`src/rtl/sprite_cmd_encoder.sv`:
```
// Shadow sprite table serialised into one command word per cycle after frame_start (first word 1 cycle later, no stalls).
// Build macro SPRITE_CMD_SKIP_HIDDEN_EN: hidden sprites emit only their attr word.
module sprite_cmd_encoder #(
  parameter logic [5:0] COMPONENT_ID = 6'b000001,
  parameter int         NUM_CHILD    = 4,
  parameter int         PATTERN_NUM  = 19
) (
  input  logic        clk,
  input  logic        reset,
  input  logic        frame_start,
  input  logic        cfg_we,
  input  logic [4:0]  cfg_child,
  input  logic [2:0]  cfg_field,
  input  logic [12:0] cfg_data,
  output logic [31:0] writedata,
  output logic        busy,
  output logic        front_buf,
  output logic        overrun,
  output logic        cfg_err
);

`ifdef SPRITE_CMD_SKIP_HIDDEN_EN
  localparam bit SKIP_HIDDEN = 1'b1;
`else
  localparam bit SKIP_HIDDEN = 1'b0;
`endif

  typedef enum logic [2:0] {IDLE, ATTR, XPOS, YPOS, SHIFT, SWAP} state_t;

  localparam logic [2:0] F_ATTR  = 3'd1;
  localparam logic [2:0] F_X     = 3'd2;
  localparam logic [2:0] F_Y     = 3'd3;
  localparam logic [2:0] F_SHIFT = 3'd4;

  logic       vis_q   [NUM_CHILD];
  logic       flip_q  [NUM_CHILD];
  logic [4:0] pat_q   [NUM_CHILD];
  logic [9:0] x_q     [NUM_CHILD];
  logic [9:0] y_q     [NUM_CHILD];
  logic [9:0] shift_q [NUM_CHILD];

  state_t     state;
  logic [4:0] child;
  logic       back;
  logic       cur_vis;

  logic [4:0] rd_idx;
  logic       rd_vis;
  logic       rd_flip;
  logic [4:0] rd_pat;
  logic [9:0] rd_x;
  logic [9:0] rd_y;
  logic [9:0] rd_shift;
  logic       do_adv;
  logic       last_child;
  logic       cfg_hit;
  logic       pat_ok;
  logic       unused_cfg_bits;

  assign cfg_hit         = cfg_we && (32'(cfg_child) < NUM_CHILD);
  assign pat_ok          = 32'(cfg_data[4:0]) < PATTERN_NUM;
  assign last_child      = 32'(child) >= NUM_CHILD - 1;
  assign unused_cfg_bits = ^cfg_data[10:5];

  function automatic logic [31:0] field_word(input logic [4:0] c, input logic [2:0] t,
                                             input logic b, input logic [12:0] msg);
    return {COMPONENT_ID, c, 4'b0001, t, b, msg};
  endfunction

  // Shadow table; a bad attr pattern drops the whole attr write.
  always_ff @(posedge clk or posedge reset) begin
    if (reset) begin
      cfg_err <= 1'b0;
      for (int i = 0; i < NUM_CHILD; i++) begin
        vis_q[i]   <= 1'b0;
        flip_q[i]  <= 1'b0;
        pat_q[i]   <= 5'd0;
        x_q[i]     <= 10'd0;
        y_q[i]     <= 10'd0;
        shift_q[i] <= 10'd0;
      end
    end else if (cfg_hit) begin
      if (cfg_field == F_ATTR && !pat_ok)
        cfg_err <= 1'b1;
      for (int i = 0; i < NUM_CHILD; i++) begin
        if (cfg_child == i[4:0]) begin
          case (cfg_field)
            F_ATTR: begin
              if (pat_ok) begin
                vis_q[i]  <= cfg_data[12];
                flip_q[i] <= cfg_data[11];
                pat_q[i]  <= cfg_data[4:0];
              end
            end
            F_X:     x_q[i]     <= cfg_data[9:0];
            F_Y:     y_q[i]     <= cfg_data[9:0];
            F_SHIFT: shift_q[i] <= cfg_data[9:0];
            default: ;
          endcase
        end
      end
    end
  end

  // Advancing reads the next child's attr ahead of its word being registered.
  always_comb begin
    do_adv = (state == SHIFT) || (state == ATTR && SKIP_HIDDEN && !cur_vis);
    if (state == IDLE)
      rd_idx = 5'd0;
    else if (do_adv)
      rd_idx = child + 5'd1;
    else
      rd_idx = child;
  end

  always_comb begin
    rd_vis   = 1'b0;
    rd_flip  = 1'b0;
    rd_pat   = 5'd0;
    rd_x     = 10'd0;
    rd_y     = 10'd0;
    rd_shift = 10'd0;
    for (int i = 0; i < NUM_CHILD; i++) begin
      if (rd_idx == i[4:0]) begin
        rd_vis   = vis_q[i];
        rd_flip  = flip_q[i];
        rd_pat   = pat_q[i];
        rd_x     = x_q[i];
        rd_y     = y_q[i];
        rd_shift = shift_q[i];
      end
    end
  end

  always_ff @(posedge clk or posedge reset) begin
    if (reset) begin
      state     <= IDLE;
      child     <= 5'd0;
      back      <= 1'b0;
      cur_vis   <= 1'b0;
      writedata <= 32'h0;
      busy      <= 1'b0;
      front_buf <= 1'b0;
      overrun   <= 1'b0;
    end else begin
      if (frame_start && state != IDLE)
        overrun <= 1'b1;
      if (do_adv) begin
        if (last_child) begin
          writedata <= {11'd0, 4'b1111, 3'd0, back, 13'd0};
          front_buf <= back;
          state     <= SWAP;
        end else begin
          child     <= rd_idx;
          cur_vis   <= rd_vis;
          writedata <= field_word(rd_idx, F_ATTR, back, {rd_vis, rd_flip, 6'd0, rd_pat});
          state     <= ATTR;
        end
      end else begin
        case (state)
          IDLE: begin
            if (frame_start) begin
              back      <= ~front_buf;
              child     <= 5'd0;
              cur_vis   <= rd_vis;
              writedata <= field_word(rd_idx, F_ATTR, ~front_buf, {rd_vis, rd_flip, 6'd0, rd_pat});
              busy      <= 1'b1;
              state     <= ATTR;
            end
          end
          ATTR: begin
            writedata <= field_word(rd_idx, F_X, back, {3'd0, rd_x});
            state     <= XPOS;
          end
          XPOS: begin
            writedata <= field_word(rd_idx, F_Y, back, {3'd0, rd_y});
            state     <= YPOS;
          end
          YPOS: begin
            writedata <= field_word(rd_idx, F_SHIFT, back, {3'd0, rd_shift});
            state     <= SHIFT;
          end
          SWAP: begin
            writedata <= 32'h0;
            busy      <= 1'b0;
            state     <= IDLE;
          end
          default: state <= IDLE;
        endcase
      end
    end
  end

endmodule
```
`config.mk`:
```
export PLATFORM = sky130hd
export DESIGN_NAME = sprite_cmd_encoder
export DESIGN_NICKNAME = d
export VERILOG_FILES = /design/src/rtl/sprite_cmd_encoder.sv
export SDC_FILE = /design/constraint.sdc
export NUM_CORES = 1
export LEC_CHECK = 0
export BUFFER_PORTS_ARGS = -buffer_cell sky130_fd_sc_hd__buf_2
export CORE_UTILIZATION = 65
export DETAILED_ROUTE_END_ITERATION = 8
export GPL_TIMING_DRIVEN = 0
export PLACE_DENSITY_LB_ADDON = 0.05
export REMOVE_ABC_BUFFERS = 1
export SYNTH_ARGS = -nofsm -noshare
export SYNTH_HDL_FRONTEND = slang
export SYNTH_SLANG_ARGS = --single-unit
```
`constraint.sdc`:
```
create_clock -name clk -period 14.3 [get_ports clk]
set_input_delay 2.86 -clock clk [delete_from_list [all_inputs] [get_ports clk]]
set_output_delay 2.86 -clock clk [all_outputs]
set_load 0.05 [all_outputs]
```
-- Word-level counts from Yosys, hierarchy flattened
Cells that the tools add are included.
- add/subtract/negate cells: 1
- magnitude comparators: 3
- eq/ne operators: 18
- multiplexer cells: 40
- bitwise operators: 2
- reductions and logical operators: 34
- operator list (operator ; number):
    $pmux 32 s5 ; 1
    $mux 10 ; 12
    $mux 32 ; 2
    $mux 5 ; 10
    $reduce_and 3->1 ; 15
    $mux 27 ; 1
    $eq 5x2->1 const B ; 4
    $reduce_and 4->1 ; 4
    $eq 3x2->1 const B ; 4
    $pmux 3 s4 ; 1
    $eq 5x1->1 const B ; 2
    $logic_not 5->1 ; 2
    $eq 3x3->1 const B ; 3
    $mux 1 ; 9
    $mux 3 ; 3
    $eq 3x1->1 const B ; 2
    $reduce_and 2->1 ; 3
    $reduce_bool 2->1 ; 3
    $reduce_bool 6->1 ; 1
    $add 5x1->5 const B ; 1
    $ge 5x2->1 const B ; 1
    $lt 5x3->1 const B ; 1
    $lt 5x5->1 const B ; 1
    $ne 2x2->1 const B ; 2
    other kinds (7) ; 10
- bits in registers: 193
- input bits: 25
- output and inout bits: 36
- logic and storage cells: 130

-- Longest topological paths before layout
Gate-level depths: netlist of the first run.
- depth after elaboration: 11
- gate-level depth with buffers: 10
- mapped depth without buffers: 7

-- Worst setup path before layout of the first run
OpenSTA, ideal clock, no wires.
- path type: input -> register
- from: input cfg_child[4]
- to: register y_q[10] in the netlist's numbering
- library setup time: 0.125 ns
- arrival: 4.278 ns
- required time: 14.175 ns
- slack: 9.897 ns
- stages on the path: 4
- cell sequence: or4b_1 -> buf_2 -> nor3_4 -> mux2_2
- cells in the longest elaborated chain, start to end: 3
- elaborated cells on any way between the ends: 4
- ends and longest elaborated chain (what ; RTL line ; text):
    start, declared ; 12 ; input logic [4:0] cfg_child,
    $lt 5x3->1 ; 60 ; assign cfg_hit = cfg_we && (32'(cfg_child) < NUM_CHILD);
    $logic_and 1x1->1 ; 60 ;
    $reduce_and 3->1 (no line) (*) ; -- ;
    end signal, assigned by index ; 96 ; F_Y: y_q[i] <= cfg_data[9:0];
    end, declared ; 39 ; logic [9:0] y_q [NUM_CHILD];
Mark *: on every way between the ends. The rest lies on a longest branch, timed or not.
A chain may end at the register's enable or synchronous reset.

-- Worst setup path in the final report of the first run
- from: input cfg_field[1]
- to: register shift_q[5] in the netlist's numbering
- cells in the longest elaborated chain, start to end: 2
- ends and longest elaborated chain (what ; RTL line ; text):
    start, declared ; 13 ; input logic [2:0] cfg_field,
    $eq 3x3->1 ; 87 ; case (cfg_field)
    $reduce_and 3->1 (no line) ; -- ;
    end signal, assigned by index ; 97 ; F_SHIFT: shift_q[i] <= cfg_data[9:0];
    end, declared ; 40 ; logic [9:0] shift_q [NUM_CHILD];
No other way between the ends.

==> impl_summary.md, run 1 <==
Synth
The unique cell type count in the Yosys netlist is 57. The sequential fraction of the synthesis area is 0.5375. By instance count, the leading cell after synthesis is sky130_fd_sc_hd__dfrtp_1. By count the netlist is led by sky130_fd_sc_hd__dfrtp_1 (185), sky130_fd_sc_hd__mux2_2 (147), sky130_fd_sc_hd__nand2_1 (75), sky130_fd_sc_hd__nor2_1 (25), sky130_fd_sc_hd__clkbuf_1 (21). The total of warnings raised by yosys is 0. The share of the synthesized area in the top cell type is 0.5375. Counting flops with a built-in enable in the synthesized netlist gives 0.

By area the synthesized netlist is led by sky130_fd_sc_hd__dfrtp_1 (54%), sky130_fd_sc_hd__mux2_2 (19%), sky130_fd_sc_hd__nand2_1 (3.3%). The proportion of synthesized flip-flops having asynchronous set or reset is 1.000. The number of instances in the synthesized netlist is 676. The mean area per synthesized cell is 12.74 µm².

The predominant post-synthesis flop cell is sky130_fd_sc_hd__dfrtp_1. The synthesized cell area is 8613 µm². sky130_fd_sc_hd__dfrtp_1 takes more of the synthesized area than any other cell. The number of flip-flops and latches in the synthesized netlist is 185.

Timing
The timing-limited maximum frequency is 216.5 MHz. The worst-case headroom to the max-slew limit is 0.09125. The time the final worst path needs with I/O delays and setup is 4.618 ns. The worst hold margin is 0.4630 ns.

For the final routed database, the setup TNS stands at 0 ns. The total count of max-transition violations in the final report is 0. The final worst-path cycle share is 0.3230. The final number of hold-violating endpoints is 0. Setup repair after global routing left no endpoint under its margin. The final number of setup-violating endpoints is 0. The post-route clock skew is 0.005043 ns. At the pin with the least slew margin, the transition time is 1.360 ns.

Placement
The congestion estimate from routability-driven global placement came to 0.8237. The total half-perimeter wirelength after legalization and detailed placement is 11.99 mm. The count of buffers inserted at the top-level ports is 53.

Clock network
The number of setup buffers added after CTS is 0. The maximum clock path buffer count is 2. The quantity of hold-fixing buffers added after cts is 0. The clock reaches the later pin of the worst-skew pair after 0.42 ns. The depth of the CTS H-tree is 4. After clock tree synthesis, the clock-pin slew on the worst setup and hold paths is 0.06 ns. The number of gates given a new drive strength after cts is 0. The root cell of the clock tree is sky130_fd_sc_hd__clkbuf_16. The total CTS buffers is 17. For this design, the sink count on the clock tree is 185. TritonCTS built the clock tree.

Status
The run finished with clean final reports.

Routing
After detailed routing, the average wire length per cell comes to 21.02 µm. In this run the remaining antenna-violating nets after routing total 0. Using the TritonRoute via totals, the vias-per-cell ratio works out to 6.287. For this run, design rule violations remaining after detail routing come to 0.

The first TritonRoute pass finished after 5 iterations. The detailed router finished its first iteration with 468 violations. The post-detailed-routing wire length is 18.69 mm. The routed layout has 5,589 vias.

Die
The number of ports placed on the die boundary is 61. The initial utilization of the core area, before any placement, comes to 0.6743. The y dimension of the die is 117.1 µm. The die covers 13,720 µm². Row generation in the floorplan step produced 41 rows. The core region is 12,770 µm². The die width is 117.1 µm.

Power
The power per standard cell area is 157.4 nW/µm². The analysis attributes to cell leakage a power of 4.639 nW. IR analysis of the VDD net gives a maximum drop of 0.09466 mV.

Final layout
The area added between synthesis and finish is 9.515%. Of the cells placed in the final design, the portion with a size suffix greater than 1 is 0.3459. The number of antenna diodes in the final layout is 0. The number of nets in the layout is 732.

Setup path
The category of the critical setup timing path is in2reg. For this run, the slowest stage of the critical path takes 1.04 ns. The critical path goes through buf_2 -> nor3b_1 -> nor2b_1 -> mux2_2.

STA classifies the critical path endpoint as a register. The critical-path maximum fanout is 10. The family with the most delay on the worst path is simple AND/OR/NAND/NOR gates. The element type at the critical path start is an input port. Together, buffers and inverters on the worst path number 1. Data arrives at the worst endpoint at 4.92 ns.

The standard cell with the maximum stage delay on the critical path is sky130_fd_sc_hd__nor2b_1. The register-to-register setup slack is 10.51 ns. For the worst setup path, the data required time is 14.61 ns.

Global routing
Entering global routing, the biggest net connects 143 pins. The number of antenna violations at the first check in global routing is 0. The overflow left after global routing is 0. Across every metal layer, demand over resource in global routing totals 0.2973. The first global-routing pass estimated 29.86 mm of wire. The via count of the first global-routing pass is 5,684.

Worst hold path
The class of the tightest hold or removal check is reg2reg.

Run
Across the run, the number of max-cap violations was 0.
## power by group
group,internal [mW],switching [mW]
Combinational,0.136,0.284
Clock,0.251,0.181
Sequential,0.570,0.0635
## registers in the layout (all words and copies together) (netlist names), 3 cells and up
register   cells
x_q           40
y_q           40
pat_q         20
vis_q          4
state          3
flip_q         4
child          5
writedata     24
shift_q       40
## path summary, 6_finish.rpt
kind,from,endpoint,cells after the start
worst max-delay path,cfg_field[1],shift_q[5]$_DFFE_PP0P_,4
worst min-delay path,overrun$_DFFE_PP0P_,overrun$_DFFE_PP0P_,1
worst max register to register,state[1]$_DFFE_PP0P_,writedata[2]$_DFFE_PP0P_,5
worst min register to register,overrun$_DFFE_PP0P_,overrun$_DFFE_PP0P_,1
max in group asynchronous,reset,writedata[12]$_DFFE_PP0P_,3
min in group asynchronous,reset,overrun$_DFFE_PP0P_,2
## per-layer routing
metal / wire (µm) / vias up / part of all wire / GRT usage
met5: 0 / - / 0 / 0
met4: 344 / 0 / 0.018 / 0.1072
met3: 847 / 27 / 0.045 / 0.05355
met2: 9478 / 149 / 0.51 / 0.5041
met1: 8018 / 2915 / 0.43 / 0.3872
li1: - / 2498 / - / -
## layout make-up
| type | instances | area [µm²] |
|---|---|---|
| fill | 838 | 3341 |
| sequential | 185 | 4629 |
| multi-input combinational | 441 | 3694 |
| timing repair buffer | 56 | 335.3 |
| tap | 172 | 215.2 |
| clock buffer | 27 | 493.0 |
| inverter | 5 | 26.28 |
| clock inverter | 3 | 40.04 |
## cell usage in the layout, fill, tap and decap left out, drive strengths merged, types with 2 or more instances in the layout
cell,n
o311ai,2
nand2b,8
o22ai,2
nor2b,8
a31oi,3
inv,5
and2,2
mux2,149
mux4,15
a32oi,6
clkinv,2
nor3b,3
conb,6
nor4,2
mux2i,20
nor3,4
o21a,3
a22o,3
a22oi,12
dfrtp,185
and3,4
buf,56
o32ai,6
a21oi,13
a21o,3
nor4b,2
nand3,20
nor2,26
nand4,12
o21ai,18
or3,2
nand2,75
clkbuf,27
## cell families (layout without fill, tap and decap cells)
| group | Yosys count | after routing | synth area share |
|---|---|---|---|
| DFF | 185 | 185 | 0.5375 |
| buffers and inverters | 55 | 91 | 0.03791 |
| adders and majority gates | 1 | 1 | 0.001452 |
| muxes | 184 | 184 | 0.2590 |
| and+or+nand+nor | 171 | 171 | 0.09892 |
| AOI/OAI and AO/OA | 79 | 79 | 0.06479 |
| other | 1 | 6 | 0.0004354 |
## through the flow
stage	utilization	std cells	power [mW]	setup WS, ns	instance area (µm²)
after global routing	0.7385	889	1.552	9.615	9433
after CTS	0.7385	889	1.491	9.680	9433
after detailed placement	0.6967	859	1.061	9.279	8900
final	0.7385	889	1.485	9.682	9433
after global placement	0.6893	856	1.034	4.806	8805
after floorplan	-	631	0.9197	6.411	8324
Note: power is estimated with default switching activity, not from simulation.
==> run 2: changes to the inputs <==
Settings changed: ABC_AREA from default to 1, CORE_UTILIZATION 65 to 55.
Clock period 14.3 ns to 3.89 ns, I/O delays scaled along.
==> impl_summary.md, run 2 <==
Timing
Measured against its own limit, the worst slew margin works out to 0.2908. The timing-limited maximum frequency is 305.2 MHz. Between clock sinks in the finished design, the worst skew comes to 0.008539 ns. For the final routed database, the setup TNS stands at 0 ns. The transition time at the pin with the least slew margin is 1.056 ns.

The routed design could run at a clock period as short as 3.277 ns. The total count of max-transition violations in the final report came to 0. Setup repair after global routing left no endpoint under its margin. Setup slack on the critical path of the routed design comes to 0.6131 ns. The worst hold margin is 0.3916 ns. The final number of hold-violating endpoints is 0. The final worst-path cycle share is 0.8424. Setup violations remaining at the end of the flow were counted as 0.

Synth
The synthesized design spends more area on one cell type than any other, namely sky130_fd_sc_hd__dfrtp_1. The share of synthesized area in the top cell type comes to 0.5227. After synthesis, the mean cell area works out to 8.208 µm². The synthesized cell area is 8856 µm². The number of enable-type register cells in the synthesized netlist is 0. The share of the Yosys chip area taken by registers is 0.5227. For this run, the leading register cell type out of synthesis is sky130_fd_sc_hd__dfrtp_1.

Ranked by instance count, the synthesized netlist is headed by sky130_fd_sc_hd__nand2_1 (291), sky130_fd_sc_hd__dfrtp_1 (185), sky130_fd_sc_hd__o21ai_0 (164), sky130_fd_sc_hd__nand4_1 (93), sky130_fd_sc_hd__nor2_1 (86). For this run, asynchronously set or reset flops after synthesis account for 1.000. The most common cell in the synthesized netlist is sky130_fd_sc_hd__nand2_1. The number of flip-flops and latches in the synthesized netlist is 185. Yosys mapped the design onto 38 distinct sky130hd cell types.

The Yosys step of the flow raised 0 warnings. Sorting the synthesized cells by area gives the leading types as sky130_fd_sc_hd__dfrtp_1 (52%), sky130_fd_sc_hd__nand2_1 (12%), sky130_fd_sc_hd__o21ai_0 (9.3%). Synthesis produced 1,079 cells.

Clock network
The number of setup buffers added after CTS is 0. In this run, post-CTS repair resized a total of 0 instances. Counting the buffers created by CTS gives 17. The clock tree synthesis step divided the H-tree into 4 levels. The maximum clock path buffer count is 2. The TritonCTS clock tree is done.

The root cell of the clock tree is sky130_fd_sc_hd__clkbuf_16. The worst-skew pair later-pin latency is 0.43 ns. The TritonCTS sink count is 185.

The quantity of hold-fixing buffers added after cts is 0. Clock-pin slew was measured on the worst setup and hold paths at 0.07 ns.

Placement
The congestion estimate from routability-driven global placement came to 0.8116. The total half-perimeter wirelength after legalization and detailed placement is 14.24 mm. The count of buffers added on input and output ports is 53. Once placement finished, the instance area stood at 9119 µm². The total placed cells including tap cells is 1,277.

The pre-CTS setup slack is 0.6769 ns.

Routing
The post-detailed-routing wire length is 22.97 mm. The final routed wire length divided by cell count is 17.58 µm. The pre-antenna-repair detailed-routing pass consisted of 6 iterations. The routed layout has 7,402 vias. The average vias per placed instance is 5.663. For this run, design rule violations remaining after detail routing come to 0. The detail route stage leaves a number of antenna-violating nets equal to 0.

The initial detailed-routing violation count is 669.

Final layout
In the final layout, the registers with the most flip-flops are shift_q x40, x_q x40, y_q x40. For this run, the post-layout net count is 1,106. The area added between synthesis and finish is 9.748%.

The final standard cell utilization of the core is 0.6141. In the layout the commonest cells are sky130_fd_sc_hd__nand2_1 (290), sky130_fd_sc_hd__dfrtp_1 (185), sky130_fd_sc_hd__o21ai_0 (164), sky130_fd_sc_hd__nand4_1 (93), sky130_fd_sc_hd__nor2_1 (86). The post-route non-filler standard cell count is 1,307. Leaving out fill and tap cells, the most frequent cell in the layout is sky130_fd_sc_hd__nand2_1.

The finished cells cover 9719 µm². The share of post-route cells with drive strength above 1 is 0.1082. The final antenna diode count is 0.

Power
The sequential power share is 0.396. After layout, the design draws a total of 5.522 mW. The share of total power dissipated in combinational logic is 0.282.

Of the total power, the share spent switching nets is 0.3724. Summed over all nets, the switching power comes to 2.056 mW. The power per standard cell area is 568.2 nW/µm².

Of the total power, the clock network draws 0.322. The internal portion of the total power is 3.466 mW. In this run the static leakage power is 4.693 nW. The maximum vdd ir drop is 0.4835 mV.

Setup path
The category of the critical setup timing path is reg2reg. STA classifies the critical path endpoint as a register. At the worst endpoint, the required time is 4.19 ns. Of all nets on the critical path, the largest fanout is 33. The critical register-to-register path startpoint is state[2]$_DFFE_PP0P_. The worst setup path is launched from a register. In this run the worst setup path begins at state[2]$_DFFE_PP0P_. At the worst endpoint, the arrival time is 3.58 ns.

Global routing
Summed over all layers, the global routing overflow is 0. Across every metal layer, demand over resource in global routing totals 0.2957. The first global-routing pass estimated 37.23 mm of wire. Entering global routing, the biggest net connects 121 pins. The number of antenna violations at the first check in global routing is 0. The via count of the first global-routing pass is 7,012.

Die
61 I/O pins were placed. The y dimension of the die is 128.9 µm. From left edge to right edge, the die measures 128.9 µm. The die covers 16,610 µm². For this configuration, the core starts out at a cell density of 0.5595. The floorplan has 46 rows. The area of the placeable core is 15,830 µm².

Worst hold path
The path class of the tightest hold or removal check is in2async.

Status
The flow ran to the end, and the final reports show no timing, DRC or antenna violations.

Run
Across the run, the number of max-cap violations was 0.
==> run 2: cell type report <==
type / count / area, µm²
inverter: 67 / 261.5
clock buffer: 19 / 452.9
multi-input combinational: 752 / 3597
clock inverter: 11 / 147.6
fill: 1468 / 6108
timing repair buffer: 57 / 360.3
sequential: 185 / 4629
tap: 216 / 270.3
==> run 2: final timing paths <==
check	to	cells after the start	slack, ns
hold / removal	writedata[3]$_DFFE_PP0P_	2	0.39
min in group clk	cfg_err$_DFFE_PP0P_	1	0.47
setup / recovery	writedata[0]$_DFFE_PP0P_	14	0.61
setup reg to reg	writedata[0]$_DFFE_PP0P_	14	0.61
hold reg to reg	cfg_err$_DFFE_PP0P_	1	0.47
max in group asynchronous	shift_q[19]$_DFFE_PP0P_	3	2.55
==> run 2: critical path, stage by stage (launching register included) <==
cell,delay (ns)
sky130_fd_sc_hd__dfrtp_1,0.56
sky130_fd_sc_hd__nand2_2,0.15
sky130_fd_sc_hd__nor2_2,0.22
sky130_fd_sc_hd__nand2_1,0.08
sky130_fd_sc_hd__nand2_1,0.08
sky130_fd_sc_hd__inv_2,0.05
sky130_fd_sc_hd__o21bai_4,0.51
sky130_fd_sc_hd__buf_12,0.27
sky130_fd_sc_hd__nand3_4,0.41
sky130_fd_sc_hd__nor2_1,0.21
sky130_fd_sc_hd__nor2_1,0.08
sky130_fd_sc_hd__nand2_1,0.09
sky130_fd_sc_hd__nand2_1,0.06
sky130_fd_sc_hd__nor2_1,0.26
sky130_fd_sc_hd__nand2_1,0.09
==> run 2: kinds of logic (layout without fill, tap and decap cells) <==
logic type      count (synthesis)  in the layout  synth area share
flops                         185            185            0.5227
compound gates                195            195            0.1183
simple gates                  550            550            0.2823
other cells                     1              6         0.0004234
buf+inv                       147            154           0.07488
fa+ha+maj                       1              1          0.001413
==> run 2: power groups by stage <==
stage | registers [mW] | logic [mW] | clock network, mW
after global placement | 2.22 | 1.50 | 0
final | 2.19 | 1.56 | 1.78
after floorplan | 2.42 | 0.820 | 0
after detailed placement | 2.22 | 1.55 | 0
after global routing | 2.21 | 1.69 | 1.87
after CTS | 2.19 | 1.56 | 1.80
==> run 2: metal layers <==
metal  vias to the layer above  part of all wire  global-route usage
met3                        34             0.057             0.06237
met1                      3569              0.46              0.4129
met4                         0             0.019             0.08304
li1                       3590                 -                   -
met2                       209              0.46              0.4677
met5                         -                 0                   0
==> run 3: changes to the inputs <==
Settings changed: CORE_UTILIZATION 55 to 61.
Clock period 3.89 ns to 3.4 ns, I/O delays scaled along.
==> impl_summary.md, run 3 (synthesis gave the netlist of run 2 again) <==
Timing
The worst-case headroom to the max-slew limit is 0.2859. Dividing the final minimum period by the clock period gives 0.8780. On the final layout, the worst clock skew is 0.007018 ns. The final number of hold-violating endpoints is 0.

Timing would allow up to 335.0 MHz. Setup violations remaining at the end of the flow were counted as 0. The total count of max-transition violations in the final report is 0. Setup repair after global routing left no endpoint under its margin. For the finished layout, the period the worst path requires is 2.985 ns. The post-layout worst setup margin is 0.4147 ns.

For the pin with the worst max-slew slack, the measured transition is 1.063 ns.

Global routing
In the global route stage, overall resource usage came out at 0.3280. The global-route wire length before repair is 37.03 mm. The largest net degree at the start of global routing is 102. The number of antenna violations at the first check in global routing is 0.

The total overflow left after global routing is 0. The via count of the first global-routing pass is 7,004.

Routing
The vias after detailed routing is 7,538. Dividing the detail-routed wire length by the instance count gives 17.73 µm. The number of remaining DRC errors is 0. The count of nets left with antenna violations once routing finished came out at 0. Using the TritonRoute via totals, the vias-per-cell ratio works out to 5.921. In this run, the number of DRC markers left after iteration 0 of detailed routing was 716. The detailed-routing iteration count for the pre-antenna-repair pass is 7.

The final layout contains routed wiring with a total length of 22.57 mm.

Status
The run finished with clean final reports.

Die
Row generation in the floorplan step produced 43 rows. The area of the placeable core is 14,040 µm². Pin placement for this block handled 61 I/O pins. In this run the horizontal extent of the chip is 122.5 µm. The initial utilization of the core area, before any placement, comes to 0.6307.

The y dimension of the die is 122.5 µm. The die covers 15,000 µm².

Final layout
The number of filler cells placed in the layout is 1,214. The share of post-route cells with drive strength above 1 is 0.1098. The number of antenna diodes in the final layout is 0. The largest registers in the layout are shift_q x40, x_q x40, y_q x40. The final standard cell utilization of the core is 0.6910. Leaving out fill and tap cells, the most frequent cell in the layout is sky130_fd_sc_hd__nand2_1.

In the final design database the tool counted 1,106 nets. The finished layout holds 1,273 standard cells, fillers aside. The top cell types in the final layout, fill and taps aside, are sky130_fd_sc_hd__nand2_1 (290), sky130_fd_sc_hd__dfrtp_1 (185), sky130_fd_sc_hd__o21ai_0 (164), sky130_fd_sc_hd__nand4_1 (93), sky130_fd_sc_hd__nor2_1 (86). The area added between synthesis and finish is 9.565%.

Worst hold path
The min-delay analysis places its worst path in the category in2async.

Placement
The pre-CTS setup slack is 0.5040 ns. The routability-driven placement congestion ratio is 0.8505. The total half-perimeter wirelength after legalization and detailed placement is 13.78 mm. Including well taps, the total number of placed cells is 1,241. The count of buffers inserted at the top-level ports is 53.

Clock network
Clock-pin slew was measured on the worst setup and hold paths at 0.07 ns. The TritonCTS clock tree is done. For this design, the sink count on the clock tree is 185.

The H-tree generated during clock tree synthesis spans 4 levels. No sink is reached through more buffers than the 2 on the longest clock path. The number of setup buffers added after CTS is 0. The cell sitting at the root of the clock tree is a sky130_fd_sc_hd__clkbuf_16. The number of gates given a new drive strength after cts is 0. The later pin in the worst-skew pair is clocked with a latency of 0.43 ns. Clock tree synthesis inserted a total of 17 buffers. The quantity of hold-fixing buffers added after cts is 0.

Power
Across the VDD grid, the largest voltage drop is 0.4051 mV. Cell internal power was estimated by the tool at 4.002 mW. The clock network power share is 0.330. The power per standard cell area is 657.1 nW/µm². The static leakage is 4.701 nW.

The share of total power dissipated in sequential elements is 0.392. Summed over all nets, the switching power comes to 2.375 mW. The combinational share of power is 0.277. Of the total power, the share spent switching nets is 0.3724.

Setup path
The category of the critical setup timing path is reg2reg. The worst path arrival time is 3.36 ns. The reg-to-reg endpoint is writedata[0]$_DFFE_PP0P_. Counting cells, the worst reg-to-reg path comes to 10. In this run the register-to-register setup slack is 0.41 ns. The critical-path maximum fanout is 27. The critical register-to-register path startpoint is state[2]$_DFFE_PP0P_. The element type at the critical path start is a register.

The worst endpoint required time is 3.77 ns. The worst setup path is captured at a register.

Run
The count of max-cap constraint violations is 0.
-- run 3: cell types whose count changed in the layout (fill, tap and decap cells not counted), sizes merged --
cell and delta:
clkbuf +1, clkinv -2, clkinvlp +1, inv +2
-- run 3: metrics by stage --
step	TNS (ns)	total power, mW	cell area (µm²)	hold slack [ns]
6_report	0	6.376	9703	0.2945
5_1_grt	0	6.660	9703	0.3649
4_1_cts	0	6.365	9703	0.3529
3_5_place_dp	0	4.288	9074	0.4508
3_3_place_gp	-822.41	4.229	8956	0.4453
2_1_floorplan	-428.45	3.710	8466	0.4457
-- run 3: layer usage --
layer / track usage / up-vias / routed length, µm
met5: 0 / - / 0
met4: 0.09299 / 0 / 376
met3: 0.06784 / 36 / 1529
met2: 0.5126 / 281 / 10420
met1: 0.4642 / 3641 / 10240
li1: - / 3580 / -
-- run 3: critical path: stages (launching register included) --
cell and delay (ns):
sky130_fd_sc_hd__dfrtp_1 0.54, sky130_fd_sc_hd__nand2_2 0.15, sky130_fd_sc_hd__nor2_2 0.21, sky130_fd_sc_hd__nand2_2 0.11, sky130_fd_sc_hd__a21oi_4 0.76, sky130_fd_sc_hd__nand3_1 0.40
sky130_fd_sc_hd__o21ai_0 0.27, sky130_fd_sc_hd__nor2_1 0.06, sky130_fd_sc_hd__nor2_1 0.22, sky130_fd_sc_hd__nor2_1 0.12, sky130_fd_sc_hd__nand2_1 0.07
-- run 3: power by group through the flow --
stage | Clock, mW | Sequential, mW | Combinational [mW]
3_5_place_dp | 0 | 2.54 | 1.75
4_1_cts | 2.10 | 2.50 | 1.76
3_3_place_gp | 0 | 2.54 | 1.69
5_1_grt | 2.20 | 2.52 | 1.94
6_report | 2.11 | 2.50 | 1.77
2_1_floorplan | 0 | 2.77 | 0.938
-- run 3: final cells by class --
| class | instances | area (µm²) | area share |
|---|---|---|---|
| Clock buffer | 20 | 466.7 | 0.04810 |
| Clock inverter | 12 | 162.7 | 0.01676 |
| Inverter | 67 | 261.5 | 0.02695 |
| Multi-Input combinational cell | 752 | 3597 | 0.3707 |
| Sequential cell | 185 | 4629 | 0.4771 |
| Tap cell | 180 | 225.2 | 0.02321 |
| Timing Repair Buffer | 57 | 360.3 | 0.03714 |
-- run 3: worst max path at each step --
stage                                     from                  endpoint  slack [ns]  cells after the start
after floorplan                          reset          back$_DFFE_PP0P_       -2.31                      1
after global placement                   reset        y_q[9]$_DFFE_PP0P_       -4.34                      2
after detailed placement  state[2]$_DFFE_PP0P_  writedata[0]$_DFFE_PP0P_        0.50                     10
after CTS                 state[2]$_DFFE_PP0P_  writedata[0]$_DFFE_PP0P_        0.48                     10
after global routing      state[2]$_DFFE_PP0P_  writedata[0]$_DFFE_PP0P_        0.17                     11
final                     state[2]$_DFFE_PP0P_  writedata[0]$_DFFE_PP0P_        0.41                     10
